`src/rtl/ps2_pkg.sv`:
```
// Shared constants, FSM state type and keyboard-response helper for the PS/2 key encoder.
package ps2_pkg;

  localparam logic [7:0] PS2_EXT    = 8'hE0;
  localparam logic [7:0] PS2_BRK    = 8'hF0;
  localparam logic [7:0] PS2_RSP_00 = 8'h00;
  localparam logic [7:0] PS2_RSP_AA = 8'hAA;
  localparam logic [7:0] PS2_RSP_EE = 8'hEE;
  localparam logic [7:0] PS2_RSP_FA = 8'hFA;
  localparam logic [7:0] PS2_RSP_FE = 8'hFE;
  localparam logic [7:0] PS2_RSP_FF = 8'hFF;

  typedef enum logic [1:0] {
    IDLE   = 2'd0,
    DATA   = 2'd1,
    PARITY = 2'd2,
    STOP   = 2'd3
  } ps2_state_e;

  // Bytes the keyboard sends as protocol responses rather than key codes.
  function automatic logic is_kbd_response(input logic [7:0] b);
    logic r;
    case (b)
      PS2_RSP_00, PS2_RSP_AA, PS2_RSP_EE,
      PS2_RSP_FA, PS2_RSP_FE, PS2_RSP_FF: r = 1'b1;
      default:                            r = 1'b0;
    endcase
    return r;
  endfunction

endpackage

```
`src/rtl/ps2_line_filter.sv`:
```
// Two-flop synchronizer followed by a debounce counter for one PS/2 line.
module ps2_line_filter #(
  parameter int FILTER_LEN = 8
) (
  input  logic clk_sys,
  input  logic reset_n,
  input  logic i_line,
  output logic o_line
);

  localparam int CW = $clog2(FILTER_LEN + 1);
  localparam logic [CW-1:0] CNT_LAST = CW'(FILTER_LEN - 1);

  logic [1:0]    r_sync;
  logic [CW-1:0] r_cnt;
  logic          r_filt;

  // Level only follows the synchronized input after FILTER_LEN disagreeing samples in a row.
  always_ff @(posedge clk_sys or negedge reset_n) begin
    if (!reset_n) begin
      r_sync <= 2'b11;
      r_cnt  <= {CW{1'b0}};
      r_filt <= 1'b1;
    end else begin
      r_sync <= {r_sync[0], i_line};
      if (r_sync[1] == r_filt) begin
        r_cnt <= {CW{1'b0}};
      end else if (r_cnt == CNT_LAST) begin
        r_filt <= r_sync[1];
        r_cnt  <= {CW{1'b0}};
      end else begin
        r_cnt <= r_cnt + CW'(1);
      end
    end
  end

  assign o_line = r_filt;

endmodule

```
`src/rtl/ps2_key_encoder.sv`:
```
// PS/2 keyboard receiver producing the 11-bit toggle-format key event bus.
module ps2_key_encoder
  import ps2_pkg::*;
#(
  parameter int FILTER_LEN = 8,
  parameter int TIMEOUT    = 20000
) (
  input  logic        clk_sys,
  input  logic        reset_n,
  input  logic        ps2_clk_in,
  input  logic        ps2_dat_in,
  output logic [10:0] ps2_key,
  output logic        frame_err
);

  localparam int TW = $clog2(TIMEOUT + 1);
  localparam logic [TW-1:0] TMO_MAX = TW'(TIMEOUT);

  logic w_clk_f;
  logic w_dat_f;
  logic w_strobe;

  ps2_state_e    r_state, w_state_nxt;
  logic [2:0]    r_bitcnt, w_bitcnt_nxt;
  logic [7:0]    r_shift, w_shift_nxt;
  logic          r_par, w_par_nxt;
  logic [TW-1:0] r_tmo, w_tmo_nxt;
  logic          r_ext, w_ext_nxt;
  logic          r_brk, w_brk_nxt;
  logic [10:0]   r_key, w_key_nxt;
  logic          r_err, w_err_nxt;
  logic          r_clk_prev;

  ps2_line_filter #(.FILTER_LEN(FILTER_LEN)) u_clk_filt (
    .clk_sys (clk_sys),
    .reset_n (reset_n),
    .i_line  (ps2_clk_in),
    .o_line  (w_clk_f)
  );

  ps2_line_filter #(.FILTER_LEN(FILTER_LEN)) u_dat_filt (
    .clk_sys (clk_sys),
    .reset_n (reset_n),
    .i_line  (ps2_dat_in),
    .o_line  (w_dat_f)
  );

  assign w_strobe = r_clk_prev & ~w_clk_f;

  // Frame FSM, timeout supervision and byte decode into the event bus.
  always_comb begin
    w_state_nxt  = r_state;
    w_bitcnt_nxt = r_bitcnt;
    w_shift_nxt  = r_shift;
    w_par_nxt    = r_par;
    w_tmo_nxt    = r_tmo;
    w_ext_nxt    = r_ext;
    w_brk_nxt    = r_brk;
    w_key_nxt    = r_key;
    w_err_nxt    = 1'b0;
    if (w_strobe) begin
      w_tmo_nxt = {TW{1'b0}};
      case (r_state)
        IDLE: begin
          if (!w_dat_f) begin
            w_state_nxt  = DATA;
            w_bitcnt_nxt = 3'd0;
          end else begin
            w_state_nxt = IDLE;
          end
        end
        DATA: begin
          w_shift_nxt = {w_dat_f, r_shift[7:1]};
          if (r_bitcnt == 3'd7) begin
            w_state_nxt = PARITY;
          end else begin
            w_bitcnt_nxt = r_bitcnt + 3'd1;
          end
        end
        PARITY: begin
          w_par_nxt   = w_dat_f;
          w_state_nxt = STOP;
        end
        STOP: begin
          w_state_nxt = IDLE;
          if (w_dat_f && (^{r_shift, r_par})) begin
            if (r_shift == PS2_EXT) begin
              w_ext_nxt = 1'b1;
            end else if (r_shift == PS2_BRK) begin
              w_brk_nxt = 1'b1;
            end else if (is_kbd_response(r_shift) && !r_ext && !r_brk) begin
              w_key_nxt = r_key;
            end else begin
              w_key_nxt = {~r_key[10], ~r_brk, r_ext, r_shift};
              w_ext_nxt = 1'b0;
              w_brk_nxt = 1'b0;
            end
          end else begin
            w_err_nxt = 1'b1;
            w_ext_nxt = 1'b0;
            w_brk_nxt = 1'b0;
          end
        end
        default: w_state_nxt = IDLE;
      endcase
    end else if (r_state != IDLE) begin
      if (r_tmo == TMO_MAX) begin
        w_state_nxt = IDLE;
        w_err_nxt   = 1'b1;
        w_ext_nxt   = 1'b0;
        w_brk_nxt   = 1'b0;
      end else begin
        w_tmo_nxt = r_tmo + TW'(1);
      end
    end else begin
      w_tmo_nxt = r_tmo;
    end
  end

  // State and output registers.
  always_ff @(posedge clk_sys or negedge reset_n) begin
    if (!reset_n) begin
      r_state    <= IDLE;
      r_bitcnt   <= 3'd0;
      r_shift    <= 8'd0;
      r_par      <= 1'b0;
      r_tmo      <= {TW{1'b0}};
      r_ext      <= 1'b0;
      r_brk      <= 1'b0;
      r_key      <= 11'd0;
      r_err      <= 1'b0;
      r_clk_prev <= 1'b1;
    end else begin
      r_state    <= w_state_nxt;
      r_bitcnt   <= w_bitcnt_nxt;
      r_shift    <= w_shift_nxt;
      r_par      <= w_par_nxt;
      r_tmo      <= w_tmo_nxt;
      r_ext      <= w_ext_nxt;
      r_brk      <= w_brk_nxt;
      r_key      <= w_key_nxt;
      r_err      <= w_err_nxt;
      r_clk_prev <= w_clk_f;
    end
  end

  assign ps2_key   = r_key;
  assign frame_err = r_err;

endmodule

```
`config.mk`:
```
export PLATFORM = sky130hd
export DESIGN_NAME = ps2_key_encoder
export DESIGN_NICKNAME = d
export VERILOG_FILES = /design/src/rtl/ps2_pkg.sv /design/src/rtl/ps2_line_filter.sv /design/src/rtl/ps2_key_encoder.sv
export SDC_FILE = /design/constraint.sdc
export NUM_CORES = 1
export LEC_CHECK = 0
export CAP_MARGIN = 30
export CORE_UTILIZATION = 45
export DETAILED_ROUTE_END_ITERATION = 6
export SYNTH_ARGS = -nofsm -noshare
export SYNTH_HDL_FRONTEND = slang
export SYNTH_SLANG_ARGS = --single-unit
```
`constraint.sdc`:
```
create_clock -name clk_sys -period 2.2 [get_ports clk_sys]
set_input_delay 0.55 -clock clk_sys [delete_from_list [all_inputs] [get_ports clk_sys]]
set_output_delay 0.55 -clock clk_sys [all_outputs]
set_load 0.1 [all_outputs]
```
==> flow_metrics.tcl, run 1 <==
set metrics [dict create \
    synth_top_cell_by_area "dfrtp_1" \
    p_leak_nw 1.593 \
    antenna_found_initial 0 \
    arrival_ns 2.30 \
    final_layout_size_suffix_gt1_frac 0.2509 \
    setup_viol 0 \
    vias_per_cell 5.120 \
    avgSynthCellArea_um2 11.41 \
    path_max_fanout 10 \
    cts.sinks 58 \
    initial_utilization 0.4653 \
    layout_min_cycle_time_ns 2.078 \
    async_reset_ff_frac 1.000 \
    finalCritPeriodShare 0.9445 \
    worst_setup_path_start_kind "register" \
    antenna_cells 0 \
    fillers 530 \
    dp_hpwl_um 3311 \
    worst-slew-pin-transition_ns 0.5267 \
    clockBufferDepth 2 \
    track_usage 0.1740 \
    multiInputGateArea_um2 1210 \
    htreeDepth 3 \
    ant_nets 0 \
    instances_no_fill 350 \
    grt_pass1_wl_um 8307 \
    yosysSeqAreaShare 0.5331 \
    fin_tns_setup_ns 0 \
    cts_tree "yes" \
    cap_violations 0 \
    synth_edf_count 0 \
    final_nets 284 \
    synth_nets 254 \
    synthDominantCellAreaShare 0.4660 \
    cts_setup_buffers 0 \
    vias 1792 \
    fmax_mhz 481.2 \
    status "finished, final reports clean" \
    synth_most_common_cell "dfrtp_1" \
    die_width_um 80.02 \
    fp.dieH_um 80.02 \
    regArea_um2 1460 \
    syn_to_final_growth_pct 17.68 \
    yosys_warnings 0 \
    slew_headroom 0.6489 \
    grt_pass1_vias 1791 \
    io_buffers 15 \
    final_hold_viol_count 0 \
    end_kind "register" \
    drtIter0Drc 92 \
    worstSetupPathType "reg2reg" \
    cts_hold_buf 0 \
    ys_types 39 \
    clk_latency_ns 0.34 \
    route.detailed.drc 0 \
    synth_ff_type "dfrtp_1" \
    netlist_area_um2 2739 \
    grt_max_degree 24 \
    crit_required_ns 2.42 \
    finClkSkew_ns 0.009318 \
    min_path_type "in2async" \
    total_power_mw 3.124 \
    drt-pass1-iter-count 4 \
    die-area_um2 6402 \
    dp.cells 334 \
    gp_congestion 0.7739 \
    numCtsBuffers 9 \
    drt-total-wl_um 4734 \
    postSynthCellCount 240 \
    ys_top_cells_by_area "dfrtp_1 (47%), dfstp_2 (6.7%), ha_1 (4.6%)" \
    path_clk_slew_ns 0.07 \
    grt_setup_unrepaired "false" \
    cts_root_buf "clkbuf_8" \
    gr-total-overflow 0 \
    ios 16 \
    synth_seq_cells 58 \
    reg2reg_depth 5 \
    core_um2 5886 \
    vdd_drop_max_uv 455.7 \
    wl_per_cell_um 13.53 \
    yosys-top-cells-count "dfrtp_1 (51), nor2_1 (25), nand3_1 (17)" \
    powerDensity_nw_per_um2 969.4 \
    rows 28 \
    slew_viol_final 0 \
]
-- placed cells by master (no fill, tap or decap), types with 2 or more instances in the layout --
cell              n
clkdlybuf4s50_1   2
nand2_1          11
and3_1            5
xor2_1           13
a211o_1           2
xnor3_1           2
nand4_1           6
clkinv_2          3
mux2i_1           2
or3_1             2
nor2_1           25
buf_4            23
mux2_2           10
dfrtp_1          51
nor3_1            5
clkbuf_8         11
nor2b_1           3
inv_1            10
o21a_1            2
o21ai_0          11
ha_1             10
nand3_1          17
xnor2_1           8
nor4_1            3
mux2_4            8
dfstp_2           7
a21oi_1           6
-- metal layers --
layer / global-route usage / up-vias / share of wire
met4: 0.1018 / 0 / 0.020
met1: 0.2350 / 852 / 0.51
met3: 0.04457 / 8 / 0.039
met5: 0 / - / 0
li1: - / 889 / -
met2: 0.2504 / 43 / 0.43
-- registers in the layout, indices dropped and copies added, names as in the netlist, 2 cells and up --
name / count
ps2_key: 11
r_bitcnt: 3
r_shift: 8
r_state: 2
r_tmo: 15
u_clk_filt.r_cnt: 4
u_clk_filt.r_sync: 2
u_dat_filt.r_cnt: 4
u_dat_filt.r_sync: 2
-- worst max-delay path: stages, from the launching register on --
cell	delay [ns]
dfrtp_1	0.45
xor2_1	0.19
xnor3_1	0.40
mux2i_2	0.34
nand3_4	0.24
mux2_4	0.35
-- power breakdown --
group / switching, mW / internal (mW) / total, mW
Sequential: 0.132 / 1.24 / 1.37
Combinational: 0.430 / 0.328 / 0.758
Clock: 0.414 / 0.578 / 0.992
Total: 0.976 / 2.15 / 3.12
-- final cells by class --
| type | count | area share |
|---|---|---|
| multi-input combinational | 164 | 0.3754 |
| inverter | 10 | 0.01165 |
| clock buffer | 11 | 0.04697 |
| clock inverter | 5 | 0.01630 |
| timing repair buffer | 27 | 0.06755 |
| tap | 75 | 0.02911 |
| sequential | 58 | 0.4530 |
-- kinds of logic (layout without fill, tap and decap cells) --
kind of cell	count (synthesis)	in the layout	share of synthesized area
flops	58	58	0.5331
xor+xnor	23	23	0.08360
mux	21	21	0.09731
buf+inv	18	53	0.02787
compound gates	26	26	0.05848
fa+ha+maj	10	10	0.04568
simple gates	84	84	0.1540
-- what timing repair did --
item | 4_1_cts | 5_1_grt
hold endpoints to repair | 0 | 0
resized for setup | 0 | 1
endpoints found under the setup margin | 0 | 11
-- per-stage QoR --
step / instance area (um^2) / setup slack, ns / hold slack [ns] / utilization
after floorplan: 2739 / 0.2703 / 0.2544 / -
after global placement: 3012 / 0.08414 / 0.3471 / 0.5117
after detailed placement: 3012 / 0.04103 / 0.3481 / 0.5117
after CTS: 3216 / 0.03914 / 0.1901 / 0.5463
after global routing: 3223 / 0.03800 / 0.2164 / 0.5476
final: 3223 / 0.1220 / 0.1880 / 0.5476
-- worst paths after layout --
path | startpoint | end | slack [ns]
setup / recovery | r_shift[2] | ps2_key[3] | 0.12
hold / removal | reset_n | r_shift[5] | 0.19
setup reg to reg | r_shift[2] | ps2_key[3] | 0.12
hold reg to reg | u_clk_filt.r_sync[0] | u_clk_filt.r_sync[1] | 0.36
max in group asynchronous | reset_n | r_tmo[2] | 1.39
min in group clk_sys | u_clk_filt.r_sync[0] | u_clk_filt.r_sync[1] | 0.36
Note: power is estimated with default switching activity, not from simulation.
==> run 2, diff against run 1 <==
--- a/config.mk
+++ b/config.mk
@@ -7,6 +7,7 @@
 export LEC_CHECK = 0
 export CAP_MARGIN = 30
 export CORE_UTILIZATION = 45
+export CTS_CLUSTER_DIAMETER = 80
 export DETAILED_ROUTE_END_ITERATION = 6
 export SYNTH_ARGS = -nofsm -noshare
 export SYNTH_HDL_FRONTEND = slang
==> results of run 2 <==
Same layout as run 1: the final DEF is identical, and so are final timing and power.
==> run 3, diff against run 2 <==
--- a/config.mk
+++ b/config.mk
@@ -12,3 +12,4 @@
 export SYNTH_ARGS = -nofsm -noshare
 export SYNTH_HDL_FRONTEND = slang
 export SYNTH_SLANG_ARGS = --single-unit
+export TNS_END_PERCENT = 5
==> results of run 3 <==
Same layout as run 1: the final DEF is identical, and so are final timing and power.
